`src/rtl/nios_lcd_pkg.sv`:
```
// ----------------------------------------------------------------------------
// nios_lcd_pkg
//   Shared definitions for the LCD command engine: the replay FSM state
//   encoding, the HD44780 instruction codes that need the long post-command
//   wait (clear display / return home), and small helper functions.
//   No ports; imported by lcd_sync_fifo and lcd_cmd_engine.
// ----------------------------------------------------------------------------
package nios_lcd_pkg;

    // Replay FSM states.
    typedef enum logic [2:0] {
        ST_IDLE,
        ST_SETUP,
        ST_EN_HI,
        ST_HOLD,
        ST_EXEC
    } lcd_state_t;

    // Queued entry layout: {rs, data}.
    localparam int LCD_ENTRY_W = 9;

    // Instructions whose execution time is far longer than every other one.
    localparam logic [7:0] LCD_CMD_CLEAR    = 8'h01;
    localparam logic [7:0] LCD_CMD_HOME     = 8'h02;
    localparam logic [7:0] LCD_CMD_HOME_ALT = 8'h03;  // home with don't-care bit 0 set

    // True when a byte is a clear/home instruction (rs=0) and needs the long wait.
    function automatic logic is_long_cmd(input logic rs, input logic [7:0] data);
        return (!rs) && ((data == LCD_CMD_CLEAR) ||
                         (data == LCD_CMD_HOME)  ||
                         (data == LCD_CMD_HOME_ALT));
    endfunction

    function automatic int max_int(input int a, input int b);
        return (a > b) ? a : b;
    endfunction

endpackage

```
`src/rtl/lcd_sync_fifo.sv`:
```
// ----------------------------------------------------------------------------
// lcd_sync_fifo
//   Single-clock FIFO holding queued LCD bytes. Head entry is visible
//   combinationally so the consumer can load it onto the bus on the same edge
//   that pops it.
//   Ports:
//     clk, rst_n      clock, asynchronous active-low reset
//     push, push_data write request (ignored while full or during flush)
//     pop             consume head (ignored while empty)
//     flush           drop every queued entry (rd := wr)
//     head_data       current head entry
//     level           occupancy 0..DEPTH
//     full, empty     status, derived from the pointer wrap bit
// ----------------------------------------------------------------------------
module lcd_sync_fifo
    import nios_lcd_pkg::*;
#(
    parameter  int WIDTH = LCD_ENTRY_W,
    parameter  int DEPTH = 16,
    localparam int AW    = $clog2(DEPTH),
    localparam int LW    = $clog2(DEPTH + 1)
) (
    input  logic             clk,
    input  logic             rst_n,
    input  logic             push,
    input  logic [WIDTH-1:0] push_data,
    input  logic             pop,
    input  logic             flush,
    output logic [WIDTH-1:0] head_data,
    output logic [LW-1:0]    level,
    output logic             full,
    output logic             empty
);

    logic [WIDTH-1:0] mem [DEPTH];
    logic [AW:0]      wr_ptr_reg;
    logic [AW:0]      rd_ptr_reg;
    logic             push_ok;
    logic             pop_ok;

    assign push_ok = push && !full && !flush;
    assign pop_ok  = pop && !empty;

    // Storage carries no reset; only the pointers define validity.
    always_ff @(posedge clk) begin
        if (push_ok) begin
            mem[wr_ptr_reg[AW-1:0]] <= push_data;
        end
    end

    always_ff @(posedge clk or negedge rst_n) begin
        if (!rst_n) begin
            wr_ptr_reg <= '0;
            rd_ptr_reg <= '0;
        end else if (flush) begin
            // A pop on the same edge has already taken the head; everything
            // behind it, plus any simultaneous push, is discarded.
            rd_ptr_reg <= wr_ptr_reg;
        end else begin
            if (push_ok) begin
                wr_ptr_reg <= wr_ptr_reg + 1'b1;
            end
            if (pop_ok) begin
                rd_ptr_reg <= rd_ptr_reg + 1'b1;
            end
        end
    end

    // Extra MSB distinguishes full (same index, different lap) from empty.
    assign empty     = (wr_ptr_reg == rd_ptr_reg);
    assign full      = (wr_ptr_reg[AW] != rd_ptr_reg[AW]) &&
                       (wr_ptr_reg[AW-1:0] == rd_ptr_reg[AW-1:0]);
    assign head_data = mem[rd_ptr_reg[AW-1:0]];
    assign level     = LW'(wr_ptr_reg - rd_ptr_reg);

endmodule

```
`src/rtl/lcd_cmd_engine.sv`:
```
// ----------------------------------------------------------------------------
// lcd_cmd_engine
//   Buffers CPU-issued HD44780 bytes and replays them on the LCD pins with
//   programmable setup / enable-high / hold / execution timing, in 8-bit or
//   4-bit (two nibbles on lcd_data[7:4]) bus mode. Clear/home instructions get
//   a longer execution wait. The CPU only pushes; it never polls the panel.
//   Ports:
//     clk_clk, reset_reset_n   clock, asynchronous active-low reset
//     cmd_valid/cmd_ready      push handshake (ready = FIFO not full)
//     cmd_rs, cmd_data         byte to queue (rs=0 instruction, rs=1 data)
//     flush                    discard queued, not yet popped bytes
//     lcd_data/rs/rw/en        LCD bus (rw tied low)
//     busy                     FIFO non-empty or a byte still in flight
//     fifo_level               current FIFO occupancy
// ----------------------------------------------------------------------------
module lcd_cmd_engine
    import nios_lcd_pkg::*;
#(
    parameter  int FIFO_DEPTH    = 16,
    parameter  int BUS_4BIT      = 0,
    parameter  int SETUP_CYC     = 4,
    parameter  int EN_HIGH_CYC   = 25,
    parameter  int HOLD_CYC      = 2,
    parameter  int EXEC_CYC      = 2500,
    parameter  int LONG_EXEC_CYC = 82000,
    localparam int LEVEL_W       = $clog2(FIFO_DEPTH + 1)
) (
    input  logic               clk_clk,
    input  logic               reset_reset_n,
    input  logic               cmd_valid,
    output logic               cmd_ready,
    input  logic               cmd_rs,
    input  logic [7:0]         cmd_data,
    input  logic               flush,
    output logic [7:0]         lcd_data,
    output logic               lcd_rs,
    output logic               lcd_rw,
    output logic               lcd_en,
    output logic               busy,
    output logic [LEVEL_W-1:0] fifo_level
);

    // One shared down-counter covers every timed phase; it is loaded with
    // (cycles - 1) and the phase ends on the cycle it reads zero.
    localparam int CNT_MAX = max_int(max_int(SETUP_CYC, EN_HIGH_CYC),
                                     max_int(max_int(HOLD_CYC, EXEC_CYC), LONG_EXEC_CYC));
    localparam int CNT_W   = $clog2(CNT_MAX + 1);

    localparam logic [CNT_W-1:0] SETUP_LOAD     = CNT_W'(SETUP_CYC - 1);
    localparam logic [CNT_W-1:0] EN_LOAD        = CNT_W'(EN_HIGH_CYC - 1);
    localparam logic [CNT_W-1:0] HOLD_LOAD      = CNT_W'(HOLD_CYC - 1);
    localparam logic [CNT_W-1:0] EXEC_LOAD      = CNT_W'(EXEC_CYC - 1);
    localparam logic [CNT_W-1:0] LONG_EXEC_LOAD = CNT_W'(LONG_EXEC_CYC - 1);

    lcd_state_t             state_reg;
    logic [CNT_W-1:0]       cnt_reg;
    logic [3:0]             low_nib_reg;      // second nibble waiting in 4-bit mode
    logic                   low_pending_reg;  // first nibble of a split byte in flight
    logic                   long_reg;         // current byte needs the long EXEC wait

    logic [LCD_ENTRY_W-1:0] head_entry;
    logic                   fifo_empty;
    logic                   fifo_full;
    logic                   cnt_zero;
    logic                   pop;
    logic [7:0]             first_bus;
    logic                   split_byte;

    lcd_sync_fifo #(
        .WIDTH (LCD_ENTRY_W),
        .DEPTH (FIFO_DEPTH)
    ) u_fifo (
        .clk       (clk_clk),
        .rst_n     (reset_reset_n),
        .push      (cmd_valid),
        .push_data ({cmd_rs, cmd_data}),
        .pop       (pop),
        .flush     (flush),
        .head_data (head_entry),
        .level     (fifo_level),
        .full      (fifo_full),
        .empty     (fifo_empty)
    );

    // First bus value after a pop: whole byte, or high nibble on [7:4].
    generate
        if (BUS_4BIT != 0) begin : g_bus4
            assign first_bus  = {head_entry[7:4], 4'h0};
            assign split_byte = 1'b1;
        end else begin : g_bus8
            assign first_bus  = head_entry[7:0];
            assign split_byte = 1'b0;
        end
    endgenerate

    assign cnt_zero = (cnt_reg == '0);

    // Pop from IDLE, or on the last EXEC cycle so queued bytes run back to
    // back without an idle cycle between them.
    assign pop = !fifo_empty &&
                 ((state_reg == ST_IDLE) || ((state_reg == ST_EXEC) && cnt_zero));

    assign cmd_ready = !fifo_full;
    assign busy      = !fifo_empty || (state_reg != ST_IDLE);
    assign lcd_rw    = 1'b0;

    always_ff @(posedge clk_clk or negedge reset_reset_n) begin
        if (!reset_reset_n) begin
            state_reg       <= ST_IDLE;
            cnt_reg         <= '0;
            low_nib_reg     <= 4'h0;
            low_pending_reg <= 1'b0;
            long_reg        <= 1'b0;
            lcd_data        <= 8'h00;
            lcd_rs          <= 1'b0;
            lcd_en          <= 1'b0;
        end else if (pop) begin
            // Bus loads on the pop edge, so setup time counts from here.
            state_reg       <= ST_SETUP;
            cnt_reg         <= SETUP_LOAD;
            lcd_rs          <= head_entry[8];
            lcd_data        <= first_bus;
            lcd_en          <= 1'b0;
            low_nib_reg     <= head_entry[3:0];
            low_pending_reg <= split_byte;
            long_reg        <= is_long_cmd(head_entry[8], head_entry[7:0]);
        end else begin
            case (state_reg)
                ST_IDLE: begin
                    cnt_reg <= '0;
                end
                ST_SETUP: begin
                    if (cnt_zero) begin
                        state_reg <= ST_EN_HI;
                        cnt_reg   <= EN_LOAD;
                        lcd_en    <= 1'b1;
                    end else begin
                        cnt_reg <= cnt_reg - 1'b1;
                    end
                end
                ST_EN_HI: begin
                    if (cnt_zero) begin
                        state_reg <= ST_HOLD;
                        cnt_reg   <= HOLD_LOAD;
                        lcd_en    <= 1'b0;
                    end else begin
                        cnt_reg <= cnt_reg - 1'b1;
                    end
                end
                ST_HOLD: begin
                    if (cnt_zero) begin
                        if (low_pending_reg) begin
                            // 4-bit mode: replay the low nibble with the same
                            // strobe timing before any execution wait.
                            state_reg       <= ST_SETUP;
                            cnt_reg         <= SETUP_LOAD;
                            lcd_data        <= {low_nib_reg, 4'h0};
                            low_pending_reg <= 1'b0;
                        end else begin
                            state_reg <= ST_EXEC;
                            cnt_reg   <= long_reg ? LONG_EXEC_LOAD : EXEC_LOAD;
                        end
                    end else begin
                        cnt_reg <= cnt_reg - 1'b1;
                    end
                end
                ST_EXEC: begin
                    // Bus stays on the last byte; the FIFO-non-empty case is
                    // handled by the pop branch above.
                    if (cnt_zero) begin
                        state_reg <= ST_IDLE;
                    end else begin
                        cnt_reg <= cnt_reg - 1'b1;
                    end
                end
                default: begin
                    state_reg <= ST_IDLE;
                    cnt_reg   <= '0;
                    lcd_en    <= 1'b0;
                end
            endcase
        end
    end

endmodule

```
`config.mk`:
```
export PLATFORM = sky130hd
export DESIGN_NAME = lcd_cmd_engine
export DESIGN_NICKNAME = d
export VERILOG_FILES = /design/src/rtl/nios_lcd_pkg.sv /design/src/rtl/lcd_sync_fifo.sv /design/src/rtl/lcd_cmd_engine.sv
export SDC_FILE = /design/constraint.sdc
export NUM_CORES = 1
export LEC_CHECK = 0
export ABC_AREA = 0
export BUFFER_PORTS_ARGS = -buffer_cell sky130_fd_sc_hd__buf_2
export CAP_MARGIN = 25
export CORE_ASPECT_RATIO = 2
export CORE_UTILIZATION = 50
export DETAILED_ROUTE_END_ITERATION = 12
export GPL_TIMING_DRIVEN = 0
export PLACE_DENSITY_LB_ADDON = 0.12
export SLEW_MARGIN = 20
export SYNTH_ARGS = -nofsm -noshare
export SYNTH_HDL_FRONTEND = slang
export SYNTH_SLANG_ARGS = --single-unit
```
`constraint.sdc`:
```
create_clock -name clk_clk -period 3.2 [get_ports clk_clk]
set_clock_uncertainty 0.1 [all_clocks]
set_input_delay 0.48 -clock clk_clk [delete_from_list [all_inputs] [get_ports clk_clk]]
set_output_delay 0.48 -clock clk_clk [all_outputs]
set_load 0.1 [all_outputs]
```
==> flow_summary_export.csv <==
group,metric,value,unit
timing,finalSetupViolations,0,
worst_setup_path,worst_setup_path_start_kind,"flip-flop",
routing,drc,0,
timing,rsz0062_at_grt,"true",
routing,wl_per_cell,24.2,um
clock_tree,clk_latency,430,ps
clock_tree,clk_path_buf_depth,2,
die,rows,65,
logic_synthesis,avgSynthCellArea,15.7,um2
worst_setup_path,critical_path_arrival,2560,ps
timing,timing.final.ws_setup,62.8,ps
worst_setup_path,crit_type,"reg2out",
global_routing,grt_pass1_vias,4935,
layout,final_util,61.5,%
place,place_area,8470,um2
die,start_util,50.8,%
layout,nets,599,
layout,final_cells,789,
flow_run,cap_violations,0,
timing,worst_slew_pin_slew,763,ps
logic_synthesis,ys_ff_latch,185,
global_routing,grt_pass1_wl,29500,um
logic_synthesis,ys.flop_type,"edfxtp_1",
routing,drt_pass1_iterations,5,
worst_hold_path,hold_path_depth,1,
die,dieHeight,181,um
layout,layout_common_cells,"edfxtp_1, nand2_1, mux4_2, dfrtp_1",
logic_synthesis,yosysSeqAreaShare,67.1,%
routing,drt_iter0_markers,339,
timing,period_minus_slack,3140,ps
clock_tree,cts_tree,"built",
worst_setup_path,reg2reg_from,"u_fifo.rd_ptr_reg[1]",
place,port-buffer-count,28,
layout,drive_above_1_share,31.0,%
layout,largest_reg_flops,144,
timing,period_share,98.0,%
place,place_inst,736,
global_routing,grt_overflow,0,
logic_synthesis,synth_cells,507,
clock_tree,numCtsBuffers,17,
worst_setup_path,cp.required,2620,ps
worst_setup_path,reg2reg_depth,10,
die,io_pins,31,
layout,final_common_cell,"edfxtp_1",
pwr,p_leak,3.43,nW
layout,multi_input_area,2630,um2
logic_synthesis,async_reset_ff_share,22.2,%
layout,areaGrowthSynthToFinish,21.1,%
die,design.core.area,15700,um2
logic_synthesis,synth-edff-count,144,
global_routing,gr-usage-all-layers,25.5,%
place,post-place-ws,-880,ps
die,die_w,91.3,um
place,gp_congestion,0.895,
pwr,power_density,1020,nW/um2
routing,wl,19100,um
die,fp.dieArea,16500,um2
layout,register_area,5350,um2
outcome,status,"finished clean",
global_routing,antenna_found_initial,1,
clock_tree,path_clk_slew,70,ps
routing,final_antenna_net_count,0,
place,dp_hpwl,12800,um
worst_hold_path,min-delay-start,"cmd_data[1]",
layout,fill_cells,1163,
worst_hold_path,hp-class,"in2reg",
logic_synthesis,synth_cell_types,60,
clock_tree,clock_sinks,185,
routing,route.vias.total,4566,
timing,hold_violations,0,
timing,relSlewSlack,49.1,%
worst_setup_path,end_kind,"output pin",
timing,fmax,319,MHz
worst_setup_path,crit_path_start,"u_fifo.rd_ptr_reg[2]",
logic_synthesis,syn_nets,532,
pwr,peakVddDrop,742,uV
layout,design_area,9660,um2
logic_synthesis,yosysWarnings,0,
clock_tree,cts_root_buffer,"clkbuf_16",
worst_setup_path,path_max_fanout,7,
routing,drt-vias-per-instance,5.79,
timing,slew_viol_final,0,
logic_synthesis,synth_area,7980,um2
global_routing,grt_max_degree,42,
clock_tree,htree_num_levels,4,
[kinds of logic (layout without fill, tap and decap cells)]
logic type      count (synthesis)  after routing  synth area share, %
simple gates                  145            145                 8.96
flops                         185            185                 67.1
compound gates                 53             53                 4.80
xor+xnor                       26             26                 2.85
buf+inv                        40            120                 2.35
fa+ha+maj                      12             12                 1.98
other cells                     1              2               0.0470
mux                            45             45                 12.0
[repair_timing]
action | CTS | global route
setup buffers | 19 | 0
endpoints found under the setup margin | 166 | 38
cloned | 0 | 0
hold endpoints to repair | 0 | 9
pin swaps | 16 | 0
hold buffers | 0 | 1
gates resized for setup | 27 | 6
[per-stage QoR]
step | setup TNS [ps] | total power, W | hold WS (ps)
global route | -0.484 | 0.0103 | 323
detailed placement | -120610 | 0.00724 | 374
floorplan | -39.3 | 0.00634 | 84.4
CTS | 0 | 0.00986 | 131
global placement | -117310 | 0.00717 | 377
finish | 0 | 0.00988 | 318
[Yosys cell counts, types with 3 or more instances]
cell type / count / area (um2)
edfxtp_1: 144 / 4320
nand2_1: 48 / 180
nor2_1: 43 / 161
dfrtp_1: 41 / 1030
mux4_2: 40 / 901
xnor2_1: 19 / 166
clkbuf_1: 12 / 45.0
inv_1: 12 / 45.0
o21ai_0: 12 / 60.1
ha_1: 11 / 138
nor3_1: 9 / 45.0
nand3_1: 8 / 40.0
xor2_1: 7 / 61.3
and3_1: 6 / 37.5
buf_2: 6 / 30.0
a21o_1: 5 / 37.5
a21oi_1: 5 / 25.0
a22oi_1: 3 / 22.5
a31oi_1: 3 / 18.8
buf_1: 3 / 11.3
buf_6: 3 / 33.8
mux2i_1: 3 / 30.0
nand2b_1: 3 / 18.8
nand4_1: 3 / 18.8
nor2b_1: 3 / 18.8
nor4_1: 3 / 18.8
o21ai_1: 3 / 15.0
o221ai_1: 3 / 26.3
o22ai_1: 3 / 18.8
or3_1: 3 / 18.8
or3_4: 3 / 33.8
[report_power, final]
group	switching (W)	internal, W
Combinational	0.00287	0.00140
Clock	0.000897	0.00155
Sequential	0.000256	0.00291
Total	0.00402	0.00586
[metal layers]
metal	vias up	track usage [%]	wire length [um]	share of wire, %
li1	2057	-	-	-
met1	2348	25.6	6330	33
met2	118	49.2	11400	60
met3	43	4.35	627	3.3
met4	0	12.8	722	3.8
met5	-	0	0	0
[final cells by class]
class | count | area share (%)
timing repair buffer | 50 | 5.45
sequential | 185 | 55.4
multi-input combinational | 282 | 27.2
clock buffer | 17 | 4.40
buffer | 24 | 1.49
clock inverter | 15 | 2.81
inverter | 14 | 0.583
antenna | 1 | 0.0259
tap | 201 | 2.60
[path summary, 6_finish.rpt]
path	slack, ps	to
min in group asynchronous	350	state_reg[0]
min reg2reg	390	lcd_data[1]
max	60	fifo_level[4]
max in group asynchronous	2180	cnt_reg[10]
min	320	u_fifo.mem[10][1]
max reg2reg	170	u_fifo.mem[1][1]
[critical path: stages, from the launching register on]
cell	delay (ps)
dfrtp_1	570
inv_2	230
ha_1	430
a21o_1	200
a21oi_1	220
xor2_2	160
buf_4	310
No activity file was read; power rests on OpenSTA's default activity.
